$ cat src/rtl/mem_req_responder_pkg.sv
// Shared definitions for the MEM-stage load/store responder.
// Holds the FSM state encoding and the default access timeout.
package mem_req_responder_pkg;

    typedef enum logic [1:0] {
        ST_IDLE  = 2'd0,
        ST_ISSUE = 2'd1,
        ST_DONE  = 2'd2,
        ST_ERR   = 2'd3
    } state_t;

    localparam int TIMEOUT_DEF = 16;

endpackage

$ cat src/rtl/mem_req_responder_timeout_ctr.sv
// Access timeout counter for the memory responder.
// Ports: clk, rst (sync, active-low), clear, enable in; hit out
// (high while the count equals TIMEOUT-1).
module timeout_ctr #(
    parameter int TIMEOUT = 16,
    parameter int CNT_W   = 5
) (
    input  logic clk,
    input  logic rst,
    input  logic clear,
    input  logic enable,
    output logic hit
);

    logic [CNT_W-1:0] cnt;

    // Clear wins over enable so an exiting access never carries a count.
    always_ff @(posedge clk) begin
        if (!rst) begin
            cnt <= '0;
        end else if (clear) begin
            cnt <= '0;
        end else if (enable) begin
            cnt <= cnt + CNT_W'(1);
        end
    end

    assign hit = (cnt == CNT_W'(TIMEOUT - 1));

endmodule

$ cat src/rtl/mem_req_responder.sv
// MEM-stage responder: turns EX/MEM load/store requests into a
// multi-cycle memory port access and stalls the pipeline meanwhile.
// Ports: clk, rst (sync, active-low); req_rd/req_wr/req_addr/req_wdata
// from the pipeline; mem_stall, rd_data, done, err back to it;
// mem_req/mem_wr/mem_addr/mem_wdata out and mem_ack/mem_rdata in
// on the memory port.
module mem_req_responder
    import mem_req_responder_pkg::*;
#(
    parameter int TIMEOUT = TIMEOUT_DEF,
    parameter int CNT_W   = 5
) (
    input  logic        clk,
    input  logic        rst,
    input  logic        req_rd,
    input  logic        req_wr,
    input  logic [15:0] req_addr,
    input  logic [15:0] req_wdata,
    output logic        mem_stall,
    output logic [15:0] rd_data,
    output logic        done,
    output logic        err,
    output logic        mem_req,
    output logic        mem_wr,
    output logic [15:0] mem_addr,
    output logic [15:0] mem_wdata,
    input  logic        mem_ack,
    input  logic [15:0] mem_rdata
);

    state_t      state;
    logic [15:0] cap_addr;
    logic [15:0] cap_wdata;
    logic        cap_wr;
    logic        req_any;
    logic        bad_req;
    logic        in_issue;
    logic        hit;
    logic        ctr_clear;

    assign req_any  = req_rd | req_wr;
    assign bad_req  = req_addr[0] | (req_rd & req_wr);
    assign in_issue = (state == ST_ISSUE);

    // The stall must rise in the very cycle a request appears,
    // before the pipeline registers can advance past it.
    assign mem_stall = in_issue | ((state == ST_IDLE) & req_any);

    assign mem_addr  = cap_addr;
    assign mem_wdata = cap_wdata;

    // Counter runs only across consecutive un-acked ISSUE cycles.
    assign ctr_clear = ~in_issue | mem_ack | hit;

    timeout_ctr #(
        .TIMEOUT (TIMEOUT),
        .CNT_W   (CNT_W)
    ) u_timeout_ctr (
        .clk    (clk),
        .rst    (rst),
        .clear  (ctr_clear),
        .enable (in_issue),
        .hit    (hit)
    );

    always_ff @(posedge clk) begin
        if (!rst) begin
            state     <= ST_IDLE;
            cap_addr  <= '0;
            cap_wdata <= '0;
            cap_wr    <= 1'b0;
            rd_data   <= '0;
            done      <= 1'b0;
            err       <= 1'b0;
            mem_req   <= 1'b0;
            mem_wr    <= 1'b0;
        end else begin
            done <= 1'b0;
            err  <= 1'b0;
            unique case (state)
                ST_IDLE: begin
                    if (req_any) begin
                        cap_addr  <= req_addr;
                        cap_wdata <= req_wdata;
                        cap_wr    <= req_wr;
                        if (bad_req) begin
                            state   <= ST_ERR;
                            done    <= 1'b1;
                            err     <= 1'b1;
                            rd_data <= '0;
                        end else begin
                            state   <= ST_ISSUE;
                            mem_req <= 1'b1;
                            mem_wr  <= req_wr;
                        end
                    end
                end
                ST_ISSUE: begin
                    if (mem_ack) begin
                        state   <= ST_DONE;
                        done    <= 1'b1;
                        mem_req <= 1'b0;
                        mem_wr  <= 1'b0;
                        if (!cap_wr) begin
                            rd_data <= mem_rdata;
                        end
                    end else if (hit) begin
                        state   <= ST_ERR;
                        done    <= 1'b1;
                        err     <= 1'b1;
                        rd_data <= '0;
                        mem_req <= 1'b0;
                        mem_wr  <= 1'b0;
                    end
                end
                // Response cycles always return to IDLE; the request
                // still visible here belongs to this finished access.
                ST_DONE,
                ST_ERR: begin
                    state <= ST_IDLE;
                end
                default: begin
                    state <= ST_IDLE;
                end
            endcase
        end
    end

endmodule

$ cat config.mk
export PLATFORM = sky130hd
export DESIGN_NAME = mem_req_responder
export DESIGN_NICKNAME = d
export VERILOG_FILES = /design/src/rtl/mem_req_responder_pkg.sv /design/src/rtl/mem_req_responder_timeout_ctr.sv /design/src/rtl/mem_req_responder.sv
export SDC_FILE = /design/constraint.sdc
export NUM_CORES = 1
export LEC_CHECK = 0
export ABC_AREA = 0
export CAP_MARGIN = 10
export CORE_ASPECT_RATIO = 0.5
export CORE_MARGIN = 4
export CORE_UTILIZATION = 45
export CTS_CLUSTER_SIZE = 24
export DETAILED_ROUTE_END_ITERATION = 10
export PLACE_DENSITY = 0.85
export SLEW_MARGIN = 25
export SYNTH_ARGS = -nofsm -noshare
export SYNTH_HDL_FRONTEND = slang
export SYNTH_HIERARCHICAL = 1
export SYNTH_SLANG_ARGS = --single-unit
$ cat constraint.sdc
create_clock -name clk -period 4.57 [get_ports clk]
set_input_delay 0.914 -clock clk [delete_from_list [all_inputs] [get_ports clk]]
set_output_delay 0.914 -clock clk [all_outputs]
set_load 0.05 [all_outputs]
==> reports/metrics.yaml, run 1 <==
cts_resized: 0
routed_wl_mm: 6.03
grt_pass1_vias: 2161
place.gp.congestion: 0.794
clock_path_buffers: 2
grt_setup_unrepaired: "false"
vias: 2195
tritoncts_num_sinks: 60
drc: 0
yosysWarnings: 6
synth_cells: 276
setup_tns_ns: 0
period_share_pct: 75.7
area_growth_pct: 54.9
fin_total_pwr_mw: 1.52
hpwl_mm: 4.36
p_leak_nw: 1.43
fin_crit_ns: 3.46
via_per_inst: 4.87
avgSynthCellArea_um2: 8.61
arrival_ns: 2.54
port_buffers: 105
critPathMaxFanout: 7
hold_viol: 0
postRouteAntennaNets: 0
grt_overflow: 0
min_path_type: "reg -> reg"
end_kind: "output port"
postCtsHoldBufs: 0
num_antenna_cells: 0
numCtsBuffers: 9
cts_root_buffer: "clkbuf_8"
grt_pass1_wl_mm: 9.82
die_w_um: 111
drt_iter0_drc: 72
clock_latency_ns: 0.33
finalSetupViolations: 0
syn-cell-area_mm2: 0.00238
r2r_cells: 7
fp.dieH_um: 59.4
initial_core_util_pct: 47.3
rows: 18
first_pass_iters: 4
crit_required_ns: 3.66
final_core_util_pct: 73.3
wire_per_inst_um: 13.4
tightest_slew_ns: 1.02
htree_levels: 3
crit_type: "in -> out"
core-area_mm2: 0.00502
grt_max_degree: 58
ys_types: 32
layout-drive-gt1-share_pct: 5.51
relSlewSlack_pct: 32.3
ir_drop_mv: 0.262
outcome: "finished, final reports clean"
slew_viol_final: 0
finClkSkew_ns: 0.00561
antenna_found_initial: 0
ys_seq_area_share_pct: 50.5
cts_tree: "yes"
cts.clk_slew.worst_paths_ns: 0.06
worstHoldPathCells: 2
clock.fmax_ghz: 0.289
die_area_mm2: 0.00658
pin_count: 106
nNetsFinal: 431
start_kind: "input port"
syn_nets: 331
post_cts_buffers: 0
synth-seq-cells: 60
pwr_density_cell_mw_per_mm2: 413
grt_usage_pct: 18.7
drv_cap: 0
-- cell usage after synthesis --
cell	count	area share, %
a211o_1	1	0.37
a211oi_1	1	0.32
a21bo_1	1	0.42
a21boi_0	34	11
a21oi_1	2	0.42
a22oi_1	1	0.32
a311o_1	1	0.42
a31oi_1	1	0.26
and3_1	2	0.53
buf_2	1	0.21
buf_4	1	0.32
buf_6	2	0.95
clkbuf_1	14	2.2
dfxtp_1	60	51
ha_1	2	1.1
inv_1	4	0.63
mux2i_1	18	7.6
nand2_1	102	16
nand2b_1	1	0.26
nand3b_1	2	0.63
nand4_1	1	0.26
nor2_1	9	1.4
nor2b_1	2	0.53
nor3_1	5	1.1
o21a_1	1	0.32
o21ai_0	1	0.21
o21ai_1	1	0.21
o221ai_1	1	0.37
o31a_1	1	0.37
or3_1	1	0.26
or3b_1	1	0.37
xnor2_1	1	0.37
-- critical path, stage by stage --
cell	delay [ns]
clkdlybuf4s50_1	0.63
o21ai_2	0.11
nand2_1	0.08
clkdlybuf4s50_1	0.80
-- cell families after synthesis --
group                      synth area share (%)
buffers and inverters                      4.32
adders and majority gates                  1.05
muxes                                      7.58
xor gates and xnor gates                  0.368
DFF                                        50.5
and+or+nand+nor                            21.4
AOI/OAI and AO/OA                          14.7
-- registers in the layout, indices dropped and copies added, names as in the netlist --
signal / count
mem_wr: 1
rd_data: 16
done: 1
cap_wr: 1
mem_req: 1
state: 2
mem_wdata: 16
u_timeout_ctr/cnt: 5
mem_addr: 16
err: 1
-- power breakdown --
part           switching, mW  leakage, nW  internal, mW  total (mW)
clock                  0.193        0.122         0.350       0.543
sequential            0.0220        0.491         0.562       0.584
combinational          0.243        0.818         0.150       0.393
-- layer usage --
metal  vias up  share of wire (%)  GRT usage, %  wire length (µm)
li1       1107                  -             -                 -
met1      1008                 42          20.0              2510
met2        74                 52          35.3              3110
met3         6                5.4          5.50               327
met4         0                1.4          8.42                84
met5         -                  0             0                 0
-- cell type report --
type	count	area [µm²]
clock buffer	12	165
fill	371	1340
tap	70	87.6
clock inverter	4	70.1
inverter	4	15.0
multi-input combinational	194	1080
timing repair buffer	107	1060
sequential	60	1200
-- stage by stage --
step | area (µm²) | worst slack [ns] | hold WS [ns] | cells
after global routing | 3680 | 1.04 | 0.491 | 451
after floorplan | 2380 | 1.83 | 0.456 | 276
after global placement | 3450 | 1.15 | 0.445 | 435
final | 3680 | 1.11 | 0.462 | 451
after CTS | 3680 | 1.12 | 0.466 | 451
after detailed placement | 3450 | 1.12 | 0.454 | 435
-- worst paths after layout --
check                  startpoint          to  slack (ns)
min reg2reg            rd_data[4]  rd_data[4]        0.46
max                        req_wr   mem_stall        1.11
min                    rd_data[4]  rd_data[4]        0.46
max reg2reg  u_timeout_ctr/cnt[0]  rd_data[3]        2.01
-- cell usage in the layout (no fill, tap or decap), types with 2 or more instances in the layout --
master             n
clkdlybuf4s50_1  104
nand2_1          102
dfxtp_1           60
a21boi_0          34
mux2i_1           18
clkbuf_8          12
nor2_1             9
inv_1              4
nor3_1             4
nor2b_1            2
and3_1             2
a21oi_1            2
clkinv_2           2
bufinv_16          2
buf_4              2
nand3b_1           2
ha_1               2
No activity file was read; power rests on OpenSTA's default activity.
==> run 2, diff against run 1 <==
- CORE_UTILIZATION: 45 -> 41
- PLACE_DENSITY: 0.85 -> 0.79
- clock period: 4.57 -> 3.2 ns (I/O delays scaled with it)
==> run 2 against run 1 <==
  * Total power is 47% higher
  * Sequential power increased by 43%
  * Utilization down 5.9 points
  * Flip-flop and latch count unchanged
  * Global-route usage shrank 0.88 points
  * Routed wire length rose by 4.9%
  * Critical path depth grew 1
  * Critical path type is now in -> reg
  * Highest routed layer unchanged
==> reports/metrics.yaml, run 2 (synthesis gave the netlist of run 1 again) <==
outcome: "finished, final reports clean"
slew_viol_final: 0
cts_resized: 0
post_cts_buffers: 0
clock_latency_ns: 0.31
rows: 19
tightest_slew_ns: 0.997
area_growth_pct: 57.1
numCtsBuffers: 9
critPathMaxFanout: 16
path_buf_inv: 1
hpwl_mm: 4.72
ff_latch_area_mm2: 0.00120
wire_per_inst_um: 13.9
place.gp.congestion: 0.825
crit_chain: "clkdlybuf4s50_1 -> a21oi_1 -> nor2b_1 -> a311o_1 -> mux2i_1"
multiInputGateArea_mm2: 0.00108
drv_cap: 0
fin_crit_ns: 2.62
crit_slowest_cell: "a311o_1"
grt_pass1_wl_mm: 10.1
via_per_inst: 4.89
grt_usage_pct: 17.8
cts_root_buffer: "clkbuf_16"
finalSetupViolations: 0
drt_iter0_drc: 100
port_buffers: 105
final_cell_mix: "clkdlybuf4s50_1, nand2_1, dfxtp_1"
finClkSkew_ns: 0.00473
postCtsHoldBufs: 0
grt_pass1_vias: 2250
htree_levels: 3
routed_wl_mm: 6.33
fin_hold_ws_ns: 0.456
fp.dieH_um: 61.8
crit_required_ns: 3.43
fill_cells: 473
initial_core_util_pct: 42.9
grt_max_degree: 33
num_antenna_cells: 0
min_path_type: "reg -> reg"
p_leak_nw: 1.45
slowest_delay_ns: 0.82
cts.clk_slew.worst_paths_ns: 0.05
grt_overflow: 0
ir_drop_mv: 0.330
drc: 0
start_kind: "input port"
placed_cells: 441
relSlewSlack_pct: 33.5
nNetsFinal: 434
postRouteAntennaNets: 0
die_w_um: 116
grt_setup_unrepaired: "false"
pin_count: 106
cts_tree: "yes"
first_pass_iters: 4
pwr_density_cell_mw_per_mm2: 597
arrival_ns: 2.84
die_area_mm2: 0.00715
vias: 2225
antenna_found_initial: 0
tritoncts_num_sinks: 60
end_kind: "flop"
crit_type: "in -> reg"
period_share_pct: 81.8
final_common_cell: "clkdlybuf4s50_1"
layout.cells.non_filler: 455
clock.fmax_ghz: 0.382
hold_viol: 0
layout-drive-gt1-share_pct: 5.50
core-area_mm2: 0.00554
setup_tns_ns: 0
crit_family: "compound AO/OA/AOI/OAI gates"
clock_path_buffers: 2
==> run 2: cell types whose count changed in the layout (fill, tap and decap cells not counted), sizes merged <==
cell,change
buf,+3
clkbuf,-1
clkinv,+1
bufinv,-2
==> run 2: report_power, final <==
part	switching, mW	internal (mW)
clock network	0.294	0.530
logic	0.351	0.218
registers	0.0316	0.805
total	0.676	1.55
==> run 2: path summary, 6_finish.rpt <==
| path | cells past startpoint | start | to | slack, ns |
|---|---|---|---|---|
| max | 5 | req_wr | rd_data[13] | 0.58 |
| min | 2 | rd_data[1] | rd_data[1] | 0.46 |
| max reg2reg | 7 | u_timeout_ctr/cnt[0] | rd_data[13] | 0.69 |
| min reg2reg | 2 | rd_data[1] | rd_data[1] | 0.46 |
==> run 2: metal layers <==
layer / track usage [%] / share of wire [%]
met2: 34.2 / 53
met5: 0 / 0
met3: 4.16 / 4.3
met4: 6.78 / 1.2
met1: 20.0 / 41
==> run 2: layout make-up <==
type	count	area share, %
multi-input combinational	194	29.0
sequential	60	32.2
clock buffer	11	6.50
tap	73	2.45
clock inverter	3	0.402
timing repair buffer	110	29.1
inverter	4	0.402
==> run 2: tightest hold or removal path: cells and delay by family (launching register included) <==
family,cells,cell delay (ns)
flip-flops,1,0.30
AND/OR/NAND/NOR,1,0.05
multiplexers,1,0.05
==> run 2: metrics by stage <==
stage / setup slack (ns) / area (µm²) / util (%) / power, mW
finish: 0.584 / 3730 / 67.4 / 2.23
floorplan: 1.01 / 2380 / - / 1.21
global placement: 0.447 / 3480 / 62.8 / 1.41
detailed placement: 0.296 / 3480 / 62.8 / 1.42
global route: 0.408 / 3730 / 67.4 / 2.33
CTS: 0.611 / 3730 / 67.4 / 2.25
